**config.mk**
```make
export PLATFORM = sky130hd
export DESIGN_NAME = apb_transfer_sequencer
export DESIGN_NICKNAME = d
export VERILOG_FILES = /design/src/rtl/bridge_pkg.sv /design/src/rtl/apb_req_buffer.sv /design/src/rtl/apb_transfer_sequencer.sv
export SDC_FILE = /design/constraint.sdc
export NUM_CORES = 1
export LEC_CHECK = 0
export BUFFER_PORTS_ARGS = -buffer_cell sky130_fd_sc_hd__buf_2
export CAP_MARGIN = 0
export CORE_MARGIN = 5
export CORE_UTILIZATION = 53
export DETAILED_ROUTE_END_ITERATION = 12
export MAX_ROUTING_LAYER = met4
export PLACE_DENSITY_LB_ADDON = 0.1
export RECOVER_POWER = 50
export SETUP_SLACK_MARGIN = 0.3
export SYNTH_ARGS = -nofsm -noshare
export SYNTH_HDL_FRONTEND = slang
export SYNTH_SLANG_ARGS = --single-unit
```
**constraint.sdc**
```tcl
create_clock -name clk -period 2.7 [get_ports clk]
set_input_delay 0.27 -clock clk [delete_from_list [all_inputs] [get_ports clk]]
set_output_delay 0.27 -clock clk [all_outputs]
set_load 0.02 [all_outputs]
```
**src/rtl/bridge_pkg.sv**
```systemverilog
// Shared encodings and defaults for the AHB-to-APB bridge blocks.
package bridge_pkg;

    localparam int DEF_ADDR_WIDTH = 32;
    localparam int DEF_DATA_WIDTH = 32;

    typedef enum logic [1:0] {
        IDLE   = 2'b00,
        SETUP  = 2'b01,
        ACCESS = 2'b10
    } state_t;

    typedef enum logic {
        RESP_OKAY  = 1'b0,
        RESP_ERROR = 1'b1
    } apb_resp_t;

endpackage

```
**src/rtl/apb_req_buffer.sv**
```systemverilog
// One-deep pending request register: captures a start that arrives while the
// sequencer is occupied, hands it over on consume, and flags dropped starts.
module apb_req_buffer
    import bridge_pkg::*;
#(
    parameter int ADDR_WIDTH = DEF_ADDR_WIDTH,
    parameter int DATA_WIDTH = DEF_DATA_WIDTH
) (
    input  logic                  clk,
    input  logic                  rst_n,
    input  logic                  start,
    input  logic                  bypass,
    input  logic                  consume,
    input  logic                  req_write,
    input  logic [ADDR_WIDTH-1:0] req_addr,
    input  logic [DATA_WIDTH-1:0] req_wdata,
    output logic                  pend_valid,
    output logic                  pend_write,
    output logic [ADDR_WIDTH-1:0] pend_addr,
    output logic [DATA_WIDTH-1:0] pend_wdata,
    output logic                  overrun
);

    logic take;
    logic capture;

    // A start not taken directly by an idle sequencer lands here; a slot being
    // consumed this cycle counts as free.
    assign take    = start && !bypass;
    assign capture = take && (!pend_valid || consume);

    always_ff @(posedge clk or negedge rst_n) begin
        if (!rst_n) begin
            pend_valid <= 1'b0;
            pend_write <= 1'b0;
            pend_addr  <= '0;
            pend_wdata <= '0;
            overrun    <= 1'b0;
        end else begin
            overrun <= take && pend_valid && !consume;
            if (capture) begin
                pend_valid <= 1'b1;
                pend_write <= req_write;
                pend_addr  <= req_addr;
                pend_wdata <= req_wdata;
            end else if (consume) begin
                pend_valid <= 1'b0;
            end
        end
    end

endmodule

```
**src/rtl/apb_transfer_sequencer.sv**
```systemverilog
// Runs one APB3 transfer (SETUP then ACCESS) per start pulse, with wait-state
// timeout and a one-deep pending request; reports completion as a pulse.
module apb_transfer_sequencer
    import bridge_pkg::*;
#(
    parameter int ADDR_WIDTH = DEF_ADDR_WIDTH,
    parameter int DATA_WIDTH = DEF_DATA_WIDTH,
    parameter int TIMEOUT    = 16
) (
    input  logic                  clk,
    input  logic                  rst_n,
    input  logic                  start,
    input  logic                  req_write,
    input  logic [ADDR_WIDTH-1:0] req_addr,
    input  logic [DATA_WIDTH-1:0] req_wdata,
    output logic [ADDR_WIDTH-1:0] paddr,
    output logic                  pwrite,
    output logic [DATA_WIDTH-1:0] pwdata,
    output logic                  psel,
    output logic                  penable,
    input  logic [DATA_WIDTH-1:0] prdata,
    input  logic                  pready,
    input  logic                  pslverr,
    output logic [DATA_WIDTH-1:0] rdata,
    output logic                  done,
    output logic                  error,
    output logic                  timeout,
    output logic                  busy,
    output logic                  overrun,
    output state_t                state_dbg
);

    // Handshake: start is a one-cycle valid with no ready; the sequencer never
    // back-pressures. busy is advisory, and a start that finds both the
    // sequencer and the pending slot occupied is dropped and flagged by overrun.

    localparam logic [7:0] WAIT_LAST = 8'(TIMEOUT - 1);

    state_t                state;
    logic [7:0]            wait_cnt;
    logic                  pend_valid;
    logic                  pend_write;
    logic [ADDR_WIDTH-1:0] pend_addr;
    logic [DATA_WIDTH-1:0] pend_wdata;
    logic                  access_end;
    logic                  consume;
    logic                  bypass;
    logic                  nxt_write;
    logic [ADDR_WIDTH-1:0] nxt_addr;
    logic [DATA_WIDTH-1:0] nxt_wdata;

    assign access_end = (state == ACCESS) && (pready || (wait_cnt == WAIT_LAST));
    assign consume    = pend_valid && ((state == IDLE) || access_end);
    assign bypass     = (state == IDLE) && !pend_valid;
    assign state_dbg  = state;

    // The pending request always goes ahead of a fresh start.
    assign nxt_write = pend_valid ? pend_write : req_write;
    assign nxt_addr  = pend_valid ? pend_addr  : req_addr;
    assign nxt_wdata = pend_valid ? pend_wdata : req_wdata;

    apb_req_buffer #(
        .ADDR_WIDTH (ADDR_WIDTH),
        .DATA_WIDTH (DATA_WIDTH)
    ) u_req_buffer (
        .clk        (clk),
        .rst_n      (rst_n),
        .start      (start),
        .bypass     (bypass),
        .consume    (consume),
        .req_write  (req_write),
        .req_addr   (req_addr),
        .req_wdata  (req_wdata),
        .pend_valid (pend_valid),
        .pend_write (pend_write),
        .pend_addr  (pend_addr),
        .pend_wdata (pend_wdata),
        .overrun    (overrun)
    );

    always_ff @(posedge clk or negedge rst_n) begin
        if (!rst_n) begin
            state    <= IDLE;
            wait_cnt <= '0;
            paddr    <= '0;
            pwrite   <= 1'b0;
            pwdata   <= '0;
            psel     <= 1'b0;
            penable  <= 1'b0;
            rdata    <= '0;
            done     <= 1'b0;
            error    <= 1'b0;
            timeout  <= 1'b0;
            busy     <= 1'b0;
        end else begin
            done    <= 1'b0;
            error   <= 1'b0;
            timeout <= 1'b0;
            busy    <= 1'b1;
            case (state)
                IDLE: begin
                    busy <= pend_valid || start;
                    if (pend_valid || start) begin
                        paddr    <= nxt_addr;
                        pwrite   <= nxt_write;
                        pwdata   <= nxt_wdata;
                        psel     <= 1'b1;
                        penable  <= 1'b0;
                        wait_cnt <= '0;
                        state    <= SETUP;
                    end
                end
                SETUP: begin
                    penable <= 1'b1;
                    state   <= ACCESS;
                end
                ACCESS: begin
                    if (access_end) begin
                        done <= 1'b1;
                        if (pready) begin
                            error <= (apb_resp_t'(pslverr) == RESP_ERROR);
                            if (!pwrite) begin
                                rdata <= prdata;
                            end
                        end else begin
                            error   <= 1'b1;
                            timeout <= 1'b1;
                        end
                        // A start landing this cycle goes into the pending slot.
                        busy    <= pend_valid || start;
                        penable <= 1'b0;
                        if (pend_valid) begin
                            paddr    <= pend_addr;
                            pwrite   <= pend_write;
                            pwdata   <= pend_wdata;
                            psel     <= 1'b1;
                            wait_cnt <= '0;
                            state    <= SETUP;
                        end else begin
                            psel  <= 1'b0;
                            state <= IDLE;
                        end
                    end else begin
                        wait_cnt <= wait_cnt + 8'd1;
                    end
                end
                default: begin
                    psel    <= 1'b0;
                    penable <= 1'b0;
                    state   <= IDLE;
                end
            endcase
        end
    end

endmodule

```
==> reports/metrics.yaml <==
routed_wl_um: 16990
yosys-top-cells-area: "dfrtp_1, mux2_4, mux2i_1"
viasPerCell: 5.247
synth-async-reset-ratio_pct: 100.0
worstSetupPathType: "flop to flop"
slew_viol_final: 61
netlist.area_leader.share_pct: 58.26
synthesis.area_um2: 7689
status: "finished with violations"
reg2reg_to: "paddr[27]"
drc: 0
cts_buffers: 17
layout-drive-gt1-share_pct: 32.11
dp_slack_ps: 464.1
worstHoldEndpoint: "rdata[30]"
fmax_mhz: 446.5
violations: "max-capacitance violations, max-slew violations"
postCtsSetupRepairBufs: 0
reg2reg_from: "wait_cnt[0]"
setup_viol: 0
crit_start: "wait_cnt[0]"
rrSetupSlack_ps: 460
synthFlopType: "dfrtp_1"
cp_max_fo: 42
cts-root-buf: "clkbuf_16"
drt_first_iter_violations: 170
synthToLayoutAreaGrowth_pct: 21.24
num_vias: 5121
worstHoldPathType: "input port to flop"
slew_headroom_pct: -1.115
holdPathStages: 2
hpwl_um: 11860
yosys_register_bits: 179
grt_remaining_overflow: 0
wl_per_cell_um: 17.41
clock_sinks: 179
rr_worst_depth: 7
core_area_um2: 14370
setup_tns_ps: 0
syn_nets: 679
fin_skew_ps: 7.621
io_buffer_count: 207
irDropWorstVdd_v: 0.0006371
h-tree-depth: 4
endpoint_kind: "flop"
gp_congestion: 0.8119
worstMarginPinSlew_ps: 1517
netlist_instances: 576
crit_arrival_ps: 2570
cts_tree: "done"
yosysUniqueCellTypes: 34
grt_max_degree: 62
fill_cells: 1161
ys_top_cells_by_count: "dfrtp_1, o21ai_0, nand2_1"
clk_pin_slew_worst_paths_ps: 70
ys_seq_area_share_pct: 58.26
grt_use_total_pct: 20.77
initial_core_util_pct: 53.51
fin_crit_ps: 2240
rsz0062_at_grt: "no"
ant_nets: 0
clk_latency_ps: 420
die_y_um: 130.4
p_leak_nw: 4.375
maxCapViolCount: 1
first_global_vias: 5298
powerDensity_nw_per_um2: 1364
holdCritStartpoint: "prdata[30]"
ys_warn_count: 0
io_pins: 208
die-area_um2: 17020
yosysMostFrequentCell: "dfrtp_1"
synth_edf_count: 0
finalHoldViolCount: 0
placementRows: 44
worstPathRequired_ps: 3030
setup_slack_ps: 460.2
clk_path_buf_depth: 2
yosys.area.top_type: "dfrtp_1"
hold_ws_ps: 78.02
first_pass_iters: 4
dieWidth_um: 130.4
min_period_over_period_pct: 82.96
antenna_found_initial: 0
nets: 881
syn_area_per_cell_um2: 13.35
start_kind: "flop"
grt_pass1_wl_um: 26610
==> power breakdown <==
part | switching, mW | leakage (nW) | total, mW | internal [mW]
Sequential | 0.763 | 2.17 | 4.76 | 4.00
Clock | 1.02 | 0.285 | 2.42 | 1.41
Combinational | 3.15 | 1.92 | 5.53 | 2.38
Total | 4.93 | 4.37 | 12.7 | 7.78
==> stage by stage <==
stage | instance area [um2] | instances | util [%] | total power, mW
final | 9321 | 976 | 64.87 | 12.72
after global routing | 9319 | 975 | 64.86 | 13.56
after CTS | 9453 | 975 | 65.79 | 13.05
after detailed placement | 8856 | 942 | 61.63 | 10.58
after global placement | 8856 | 942 | 61.63 | 10.35
after floorplan | 7689 | 576 | - | 8.931
==> flip-flops by register name (all words and copies together), names as in the netlist <==
name	count
busy	1
done	1
error	1
paddr	32
psel	1
pwdata	32
pwrite	1
rdata	32
state_dbg	2
timeout	1
u_req_buffer.overrun	1
u_req_buffer.pend_addr	32
u_req_buffer.pend_valid	1
u_req_buffer.pend_wdata	32
u_req_buffer.pend_write	1
wait_cnt	8
==> cells in the final DEF (no fill, tap or decap), types with 2 or more instances in the layout <==
| cell type | count |
|---|---|
| inv_1 | 8 |
| mux2_2 | 47 |
| nand2_1 | 71 |
| clkinvlp_4 | 3 |
| bufinv_16 | 2 |
| o21ai_1 | 3 |
| clkinv_4 | 2 |
| nand2b_1 | 2 |
| clkinv_2 | 5 |
| buf_2 | 103 |
| a21oi_1 | 10 |
| clkbuf_1 | 103 |
| mux2i_1 | 65 |
| nor2_1 | 4 |
| clkbuf_8 | 2 |
| o21ai_0 | 74 |
| mux2_4 | 50 |
| nand4_1 | 2 |
| or3_1 | 6 |
| nand3_1 | 4 |
| a21oi_4 | 2 |
| dfrtp_1 | 178 |
| buf_12 | 6 |
| clkbuf_16 | 17 |
| buf_4 | 5 |
==> layout make-up <==
class	count	area (um2)	area share, %
multi-input combinational	353	2917	31.29
clock inverter	13	133.9	1.436
timing repair buffer	219	1075	11.53
sequential	179	4481	48.07
tap	184	230.2	2.470
antenna	1	2.502	0.02685
clock buffer	19	452.9	4.859
inverter	8	30.03	0.3221
==> worst max-delay path by stage <==
stage	end	cells past startpoint	slack [ps]
3_5_place_dp	paddr[30]	5	460
5_1_grt	pwdata[3]	7	300
6_report	paddr[27]	7	460
3_3_place_gp	paddr[22]	5	580
2_1_floorplan	u_req_buffer.pend_addr[12]	8	800
4_1_cts	paddr[27]	7	450
==> cell families after synthesis <==
family                     Yosys count  synth area share, %
adders and majority gates            1               0.1627
and+or+nand+nor                     95                5.517
buffers and inverters               44                4.101
DFF                                179                58.26
muxes                              162                25.11
AOI/OAI and AO/OA                   95                6.851
==> per-layer routing <==
metal / track usage (%) / routed length (um) / vias to the layer above
met4: 7.925 / 374 / 0
met2: 32.83 / 7931 / 177
met3: 5.772 / 1371 / 29
met1: 25.70 / 7313 / 2496
li1: - / - / 2419
met5: - / 0 / -
==> critical path, stage by stage, from the launching register on <==
cell and delay (ps):
dfrtp_1 420, ha_1 220, and3_1 270, a211o_2 410, nand2_4 390, buf_12 240
nand2_1 80, o21ai_0 90
==> repair_timing <==
| action | 4_1_cts | 5_1_grt |
|---|---|---|
| setup endpoints to repair | 0 | 1 |
| hold buffers | 1 | 0 |
| gates resized for setup | 0 | 1 |
| hold endpoints to repair | 58 | 0 |
(Power assumes the default switching activity.)
